===== config.mk =====
export PLATFORM = sky130hd
export DESIGN_NAME = reg_file_sb
export DESIGN_NICKNAME = d
export VERILOG_FILES = /design/src/rtl/reg_file_pkg.sv /design/src/rtl/reg_file_sb_scoreboard.sv /design/src/rtl/reg_file_sb.sv
export SDC_FILE = /design/constraint.sdc
export NUM_CORES = 1
export LEC_CHECK = 0
export ABC_AREA = 1
export CAP_MARGIN = 20
export CORE_ASPECT_RATIO = 2
export CORE_MARGIN = 2
export CORE_UTILIZATION = 29
export DETAILED_ROUTE_END_ITERATION = 10
export HOLD_SLACK_MARGIN = 0.12
export PLACE_DENSITY = 0.57
export SLEW_MARGIN = 20
export SYNTH_ARGS = -nofsm -noshare
export SYNTH_HDL_FRONTEND = slang
export SYNTH_SLANG_ARGS = --single-unit

===== constraint.sdc =====
create_clock -name clk -period 4.8 [get_ports clk]
set_input_delay 0.96 -clock clk [delete_from_list [all_inputs] [get_ports clk]]
set_output_delay 0.96 -clock clk [all_outputs]
set_load 0.02 [all_outputs]

===== src/rtl/reg_file_pkg.sv =====
// Shared constants and types for the scoreboarded register file.
package reg_file_pkg;
  localparam int DATA_W_DEF = 16;
  localparam int NREGS      = 8;
  localparam int ADDR_W     = 3;
  localparam int CNT_W      = 4;

  typedef logic [ADDR_W-1:0]     reg_addr_t;
  typedef logic [NREGS-1:0]      pend_vec_t;
  typedef logic [DATA_W_DEF-1:0] reg_word_t;
  typedef reg_word_t             reg_array_t [NREGS];

  // Population count of a pending vector.
  function automatic logic [CNT_W-1:0] pend_count(input pend_vec_t v);
    logic [CNT_W-1:0] n;
    n = '0;
    for (int i = 0; i < NREGS; i++) begin
      n = n + CNT_W'(v[i]);
    end
    return n;
  endfunction
endpackage


===== src/rtl/reg_file_sb_scoreboard.sv =====
// Pending-bit scoreboard: tracks reserved destinations and grants allocations.
module reg_scoreboard
  import reg_file_pkg::*;
(
  input  logic              clk,
  input  logic              rst_n,
  input  logic              alloc_en,
  input  logic [ADDR_W-1:0] alloc_addr,
  output logic              alloc_ok,
  input  logic              wb_en,
  input  logic [ADDR_W-1:0] wb_addr,
  output logic [NREGS-1:0]  pend,
  output logic [CNT_W-1:0]  pend_cnt
);
  logic      wb_hit;
  logic      alloc_set;
  pend_vec_t clr_mask;
  pend_vec_t set_mask;
  pend_vec_t pend_nxt;

  assign wb_hit = wb_en && (wb_addr != '0);

  // A same-cycle write-back frees the slot, so the reservation can be granted.
  assign alloc_ok = (alloc_addr == '0) || !pend[alloc_addr] ||
                    (wb_hit && (wb_addr == alloc_addr));

  assign alloc_set = alloc_en && alloc_ok && (alloc_addr != '0);

  always_comb begin
    clr_mask = '0;
    set_mask = '0;
    if (wb_hit)    clr_mask[wb_addr]    = 1'b1;
    if (alloc_set) set_mask[alloc_addr] = 1'b1;
    // Set applied after clear: a new reservation wins over the write-back.
    pend_nxt = (pend & ~clr_mask) | set_mask;
  end

  always_ff @(posedge clk) begin
    if (!rst_n) begin
      pend     <= '0;
      pend_cnt <= '0;
    end else begin
      pend     <= pend_nxt;
      pend_cnt <= pend_count(pend_nxt);
    end
  end
endmodule


===== src/rtl/reg_file_sb.sv =====
// 8-entry register file with write-back bypass and a pending-bit scoreboard.
module reg_file_sb
  import reg_file_pkg::*;
#(
  parameter int DATA_W = DATA_W_DEF
) (
  input  logic              clk,
  input  logic              rst_n,
  input  logic              alloc_en,
  input  logic [ADDR_W-1:0] alloc_addr,
  output logic              alloc_ok,
  input  logic              wb_en,
  input  logic [ADDR_W-1:0] wb_addr,
  input  logic [DATA_W-1:0] wb_data,
  input  logic [ADDR_W-1:0] ra_addr,
  input  logic [ADDR_W-1:0] rb_addr,
  output logic [DATA_W-1:0] ra_data,
  output logic [DATA_W-1:0] rb_data,
  output logic              ra_pend,
  output logic              rb_pend,
  output logic [CNT_W-1:0]  pend_cnt
);
  logic [DATA_W-1:0] regs [NREGS];
  logic [NREGS-1:0]  pend;
  logic              wb_hit;
  logic              ra_byp;
  logic              rb_byp;

  reg_scoreboard u_sb (
    .clk        (clk),
    .rst_n      (rst_n),
    .alloc_en   (alloc_en),
    .alloc_addr (alloc_addr),
    .alloc_ok   (alloc_ok),
    .wb_en      (wb_en),
    .wb_addr    (wb_addr),
    .pend       (pend),
    .pend_cnt   (pend_cnt)
  );

  assign wb_hit = wb_en && (wb_addr != '0);

  always_ff @(posedge clk) begin
    if (!rst_n) begin
      for (int i = 0; i < NREGS; i++) regs[i] <= '0;
    end else if (wb_hit) begin
      regs[wb_addr] <= wb_data;
    end
  end

  // R0 never matches the bypass since wb_hit excludes it.
  assign ra_byp = wb_hit && (wb_addr == ra_addr);
  assign rb_byp = wb_hit && (wb_addr == rb_addr);

  assign ra_data = ra_byp ? wb_data : ((ra_addr == '0) ? '0 : regs[ra_addr]);
  assign rb_data = rb_byp ? wb_data : ((rb_addr == '0) ? '0 : regs[rb_addr]);
  assign ra_pend = pend[ra_addr] && !ra_byp;
  assign rb_pend = pend[rb_addr] && !rb_byp;
endmodule


=== Yosys cells after proc, flatten, opt, wreduce, memory -nomap -nowiden ===
Memories as Yosys holds them, arrays and structs flattened.
Cells that the tools add are included.

* Word-level logic and storage cells: 66
* Output and inout port bits: 39
* Memory bits (writable): 128
* Memories kept: 1
* Flip-flop bits (word level): 12
* Bits of input ports: 32

{| class="wikitable"
|+ Memories
! memory !! depth !! bits a word !! rd ports !! clocked after Yosys merged registers in !! wr ports !! RTL line !! source
|-
| regs || 8 || 16 || 2 || 0 || 8 || reg_file_sb.sv:23 || <nowiki>logic [DATA_W-1:0] regs [NREGS];</nowiki>
|}

* Equality and inequality tests: 3
* Muxes and demuxes: 23
* Reduce and logical (&&, ||, !) cells: 21
* Add/sub/neg operators: 7
* Bitwise gates (word level): 3
* $lt $le $gt $ge: 6

{| class="wikitable"
|+ Operator list
! operator !! count
|-
| 2-to-1 mux 16 bit || 5
|-
| adder 4 x 1 -> 4 bit || 6
|-
| < comparator 3 x 4 -> 1 bit (second input constant) || 4
|-
| 2-to-1 mux 8 bit || 2
|-
| OR reduction 16 bit || 1
|-
| logical AND 1 bit || 10
|-
| 2-to-1 mux 1 bit || 10
|-
| binary-select mux 1 bit (select 3 bit) || 3
|-
| equality test 3 bit || 3
|-
| logical NOT 3 bit || 3
|-
| AND 8 bit || 1
|-
| inverter 8 bit || 1
|-
| bitwise OR 8 bit || 1
|-
| demux 1 bit (select 3 bit) || 2
|-
| >= comparator 3 x 1 -> 1 bit (second input constant) || 2
|-
| nonzero test 3 bit || 2
|-
| logical NOT 1 bit || 3
|-
| 2-to-1 mux 3 bit || 1
|-
| adder 1 x 1 -> 2 bit || 1
|-
| logical OR 1 bit || 2
|}

=== Depth between registers and ports, before layout ===
* Depth in word-level cells: 16
* Depth in mapped cells: 19
* Depth with buffers taken out: 18

=== Modules after synthesis ===
From an unflattened synthesis, not the netlist that was laid out.

* Cell total of the unflattened synthesis: 1312
* Area, all modules: 9018.6 um2

{| class="wikitable"
|+ By module, submodules not included
! module !! area each (um2) !! cells each !! instances !! sequential area each (um2)
|-
| reg_file_sb || 8081.5 || 1175 || 1 || 3843.7
|-
| reg_scoreboard || 937.1 || 137 || 1 || 240.2
|}

=== Least setup slack after synthesis ===
No wires, ideal clock.

* Path kind: input -> register
* From: in wb_addr[1]
* To: reg u_sb.pend_cnt[2]
* Buffers on the path: 1
* Data arrival time: 4.287 ns
* Data required time: 4.666 ns
* Setup slack: 0.380 ns
* Setup time: 0.134 ns
* Stages: 18
* Path through: buf_6 -> nor2_8 -> nand2_2 -> nand2_4 -> nor2_2 -> nand2_1 -> nand3_4 -> nand3_1 -> nand2_1 -> ha_1 -> fa_1 -> inv_1 -> fa_1 -> inv_1 -> fa_1 -> fa_1 -> xnor2_1 -> nor2_1

* Word-level cells in the longest chain between the ends: 15
* Elaborated cells on any way between the ends: 24
* Those cells by class: 7 x add/sub; 2 x order compare; 1 x eq/ne; 4 x mux; 3 x bitwise; 7 x reduce/logical

{| class="wikitable"
|+ RTL lines
! what !! RTL line !! source
|-
| from (decl) || reg_file_sb.sv:13 || <nowiki>input logic [ADDR_W-1:0] wb_addr,</nowiki>
|-
| nonzero test 3 bit || reg_file_sb_scoreboard.sv:21 || <nowiki>assign wb_hit = wb_en && (wb_addr != '0);</nowiki>
|-
| logical AND 1 bit || reg_file_sb_scoreboard.sv:21 ||
|-
| logical AND 1 bit (*) || reg_file_sb_scoreboard.sv:25 || <nowiki>(wb_hit && (wb_addr == alloc_addr));</nowiki>
|-
| logical OR 1 bit (*) || reg_file_sb_scoreboard.sv:24 || <nowiki>assign alloc_ok = (alloc_addr == '0) || !pend[alloc_addr] ||</nowiki>
|-
| via alloc_ok || reg_file_sb.sv:11 || <nowiki>output logic alloc_ok,</nowiki>
|-
| logical AND 1 bit (*) (2 in a row) || reg_file_sb_scoreboard.sv:27 || <nowiki>assign alloc_set = alloc_en && alloc_ok && (alloc_addr != '0);</nowiki>
|-
| 2-to-1 mux 8 bit (*) || reg_file_sb_scoreboard.sv:33 || <nowiki>if (alloc_set) set_mask[alloc_addr] = 1'b1;</nowiki>
|-
| bitwise OR 8 bit (*) || reg_file_sb_scoreboard.sv:35 || <nowiki>pend_nxt = (pend & ~clr_mask) | set_mask;</nowiki>
|-
| via u_sb.pend_nxt[1] || reg_file_sb_scoreboard.sv:19 || <nowiki>pend_vec_t pend_nxt;</nowiki>
|-
| adder 1 x 1 -> 2 bit (*) || reg_file_pkg.sv:18 || <nowiki>n = n + CNT_W'(v[i]);</nowiki>
|-
| adder 4 x 1 -> 4 bit (*) (6 in a row) || reg_file_pkg.sv:18 ||
|-
| to (signal assigned) || reg_file_sb_scoreboard.sv:44 || <nowiki>pend_cnt <= pend_count(pend_nxt);</nowiki>
|-
| to (decl) || reg_file_sb_scoreboard.sv:13 || <nowiki>output logic [CNT_W-1:0] pend_cnt</nowiki>
|}

The timed path passes the listed nets; every way through them passes the cells marked *.
A chain may end at the register's enable or synchronous reset.

=== Final worst setup path ===
* From: in wb_addr[1]
* To: out rb_data[8]

* Word-level cells in the longest chain between the ends: 4
* Elaborated cells on any way between the ends: 5
* Those cells by class: 1 x eq/ne; 1 x mux; 3 x reduce/logical

{| class="wikitable"
|+ RTL lines
! what !! RTL line !! source
|-
| nonzero test 3 bit || reg_file_sb.sv:41 || <nowiki>assign wb_hit = wb_en && (wb_addr != '0);</nowiki>
|-
| logical AND 1 bit || reg_file_sb.sv:41 ||
|-
| logical AND 1 bit (*) || reg_file_sb.sv:53 || <nowiki>assign rb_byp = wb_hit && (wb_addr == rb_addr);</nowiki>
|-
| 2-to-1 mux 16 bit (*) || reg_file_sb.sv:56 || <nowiki>assign rb_data = rb_byp ? wb_data : ((rb_addr == '0) ? '0 : regs[rb_addr]);</nowiki>
|-
| to (decl) || reg_file_sb.sv:18 || <nowiki>output logic [DATA_W-1:0] rb_data,</nowiki>
|}

Every way passes the cells marked *; elsewhere a longest branch is shown, timed or not.

==> flow_summary.json <==
{
  "clock_latency_ns": 0.44,
  "cp_cell_sequence": "clkdlybuf4s50_1, buf_4, xnor2_1, nand4_4, o21ai_0, clkdlybuf4s50_1",
  "yosys.area.top_type": "edfxtp_1",
  "fin_util_pct": 34.90,
  "synth-seq-area-share_pct": 48.53,
  "synth_mux_area_share_pct": 0,
  "drc_errors": 0,
  "yosysMostFrequentCell": "nor2_1",
  "layout.nets": 1152,
  "antennaDiodeCount": 0,
  "tritoncts_num_sinks": 140,
  "fin_crit_sh_pct": 94.99,
  "synthTopCellsByCount": "195 x nor2_1, 169 x o21ai_0, 142 x nand2_1",
  "core_um2": 28740,
  "syn_inst": 1036,
  "worst_setup_path_start_kind": "input pin",
  "antenna_left": 0,
  "cts_setup_buffers": 0,
  "ys_ff_latch": 140,
  "die_h_um": 244.9,
  "synth_edf_count": 128,
  "synth-main-ff-cell": "edfxtp_1",
  "antenna_found_initial": 0,
  "worst_setup_path_end_kind": "primary output",
  "cpPeakStageDelay_ns": 0.72,
  "cpLargestDelayFamily": "buffers and inverters",
  "hold_viol": 0,
  "synth_top_cell_area_share_pct": 45.67,
  "cts_made_buffers": 17,
  "start_util_pct": 29.28,
  "p_int_mw": 2.385,
  "synth_area_leaders": "edfxtp_1 46%, o21ai_0 10%, nor2_1 8.7%",
  "crit_type": "in -> out",
  "cts_hold_buf": 0,
  "synth_compound_area_share_pct": 18.79,
  "maxSlewHeadroom_pct": 40.60,
  "synthXorXnorAreaFrac_pct": 1.041,
  "tritoncts": "built",
  "path_common_cell": "clkdlybuf4s50_1",
  "drtIter0Drc": 513,
  "synth_fa_ha_area_share_pct": 1.398,
  "fmax_ghz": 0.2193,
  "path_max_fanout": 16,
  "setup_viol": 0,
  "clkSlewWorstSetupHoldPaths_ns": 0.06,
  "layout-drive-gt1-share_pct": 9.059,
  "power.switching_uw": 933.2,
  "gp_congestion": 0.8435,
  "yosys_warnings": 0,
  "syn-cell-area_um2": 8416,
  "drv_slew": 0,
  "grt_pass1_wl_mm": 40.98,
  "core.rowCount": 88,
  "gr-usage-all-layers_pct": 17.41,
  "required_ns": 3.84,
  "layoutNonFillerInstCount": 1486,
  "synth.avg_cell_area_um2": 8.123,
  "htree_levels": 4,
  "die_x_um": 124.5,
  "grt_pass1_vias": 7461,
  "pwr-share-comb_pct": 18.4,
  "synth_simple_gate_area_share_pct": 20.25,
  "tightest_slew_ns": 0.8897,
  "p_leak_nw": 3.984,
  "vdd_ir_drop_max_mv": 0.1658,
  "swShare_pct": 28.12,
  "critical_path_buf_inv_count": 3,
  "hp-class": "reg -> reg",
  "drv_cap": 0,
  "rsz0062_at_grt": "no",
  "synth_top_family_by_area": "simple AND/OR/NAND/NOR gates",
  "async_flop_share_pct": 0,
  "io_buffer_count": 70,
  "clock_skew_ns": 0.004721,
  "dieArea_um2": 30480,
  "cp.arrival_ns": 3.60,
  "wl_per_cell_um": 17.86,
  "status": "finished, final reports clean",
  "overflow": 0,
  "viasPerCell": 5.063,
  "pin_count": 71,
  "synth.distinct_cells": 32,
  "wl_mm": 26.54,
  "cts-root-buf": "clkbuf_16",
  "p_clk_share_pct": 38.1,
  "post_cts_resized": 0,
  "clockBufferDepth": 2,
  "area_growth_syn_to_layout_pct": 19.18,
  "power_density_nw_per_um2": 330.9,
  "hpwl_mm": 18.52,
  "power_frac_seq_pct": 43.5,
  "dr_total_vias": 7524,
  "cpMaxStageDelayCell": "clkdlybuf4s50_1",
  "place_inst": 1454,
  "grt_max_degree": 54,
  "finalPower_mw": 3.318,
  "drt_first_pass_iters": 5,
  "final.min_clock_period_ns": 4.559
}
-- sequential cells by signal (all words and copies together) (netlist names) --
signal         flops
regs             128
u_sb.pend          8
u_sb.pend_cnt      4
-- metrics by stage --
step                      hold WS [ns]  cell area (um2)  setup TNS, ns  worst slack (ns)
after floorplan                 0.4442             8472              0            0.3797
after global placement          0.4853             9472        -0.2257           -0.1332
after detailed placement        0.4873             9472        -0.3343           -0.1935
after CTS                       0.4963            10030              0            0.2748
after global routing            0.5183            10030              0           0.04771
final                           0.4965            10030              0            0.2406
-- cell usage in the layout, fill, tap and decap left out, types with 2 or more instances in the layout --
cell type,instances
conb_1,16
buf_12,2
ha_1,3
clkdlybuf4s50_1,66
inv_1,62
clkinv_4,3
buf_4,45
nand2_2,7
inv_4,2
buf_2,4
fa_1,4
nand3_4,2
nand2_1,142
nand3_1,46
xnor2_1,7
clkbuf_16,17
nand4_4,2
inv_2,6
xor2_1,3
dfxtp_1,12
bufinv_16,2
nor2_1,195
a21oi_1,80
edfxtp_1,128
o21ai_1,63
o21ai_0,169
clkinv_1,20
clkinv_2,4
nor2_8,2
nor3_1,6
-- layout make-up --
cell class,count,area (um2)
Inverter,86,327.8
Clock buffer,18,429.2
Fill cell,2970,18710
Sequential cell,140,4084
Multi-Input combinational cell,751,3551
Clock inverter,14,128.9
Timing Repair Buffer,117,1059
Tap cell,360,450.4
-- cell families after synthesis --
group | count (synthesis)
adder cells (fa/ha/maj) | 7
XOR/XNOR | 10
other | 1
AO/OA/AOI/OAI | 314
buffers and inverters | 160
flip-flops | 140
AND/OR/NAND/NOR | 404
-- final timing paths --
check | startpoint | to | slack [ns] | cells past startpoint
min reg2reg | u_sb.pend[2] | u_sb.pend[2] | 0.50 | 2
min | u_sb.pend[2] | u_sb.pend[2] | 0.50 | 2
max | wb_addr[1] | rb_data[8] | 0.24 | 6
max reg2reg | u_sb.pend[0] | u_sb.pend_cnt[2] | 1.02 | 18
-- power groups by stage --
| stage | logic [mW] | registers (mW) | clock network [mW] |
|---|---|---|---|
| after detailed placement | 0.611 | 1.47 | 0 |
| after CTS | 0.613 | 1.44 | 1.28 |
| after global placement | 0.608 | 1.46 | 0 |
| final | 0.612 | 1.44 | 1.26 |
| after global routing | 0.672 | 1.45 | 1.32 |
| after floorplan | 0.375 | 1.46 | 0 |
-- per-layer routing --
metal,global-route usage [%],wire length (um)
met3,2.855,1428
met5,0,0
met4,9.418,1165
met2,32.14,13980
met1,18.80,9961
-- worst register-to-register path: cells and delay by family (launching register included) --
| family | cells | cell delay, ns |
|---|---|---|
| XOR/XNOR | 1 | 0.14 |
| adder cells (fa/ha/maj) | 5 | 2.26 |
| buffers and inverters | 4 | 0.21 |
| flip-flops | 1 | 0.46 |
| AND/OR/NAND/NOR | 8 | 0.59 |
Power figures use the tool's default switching activity.
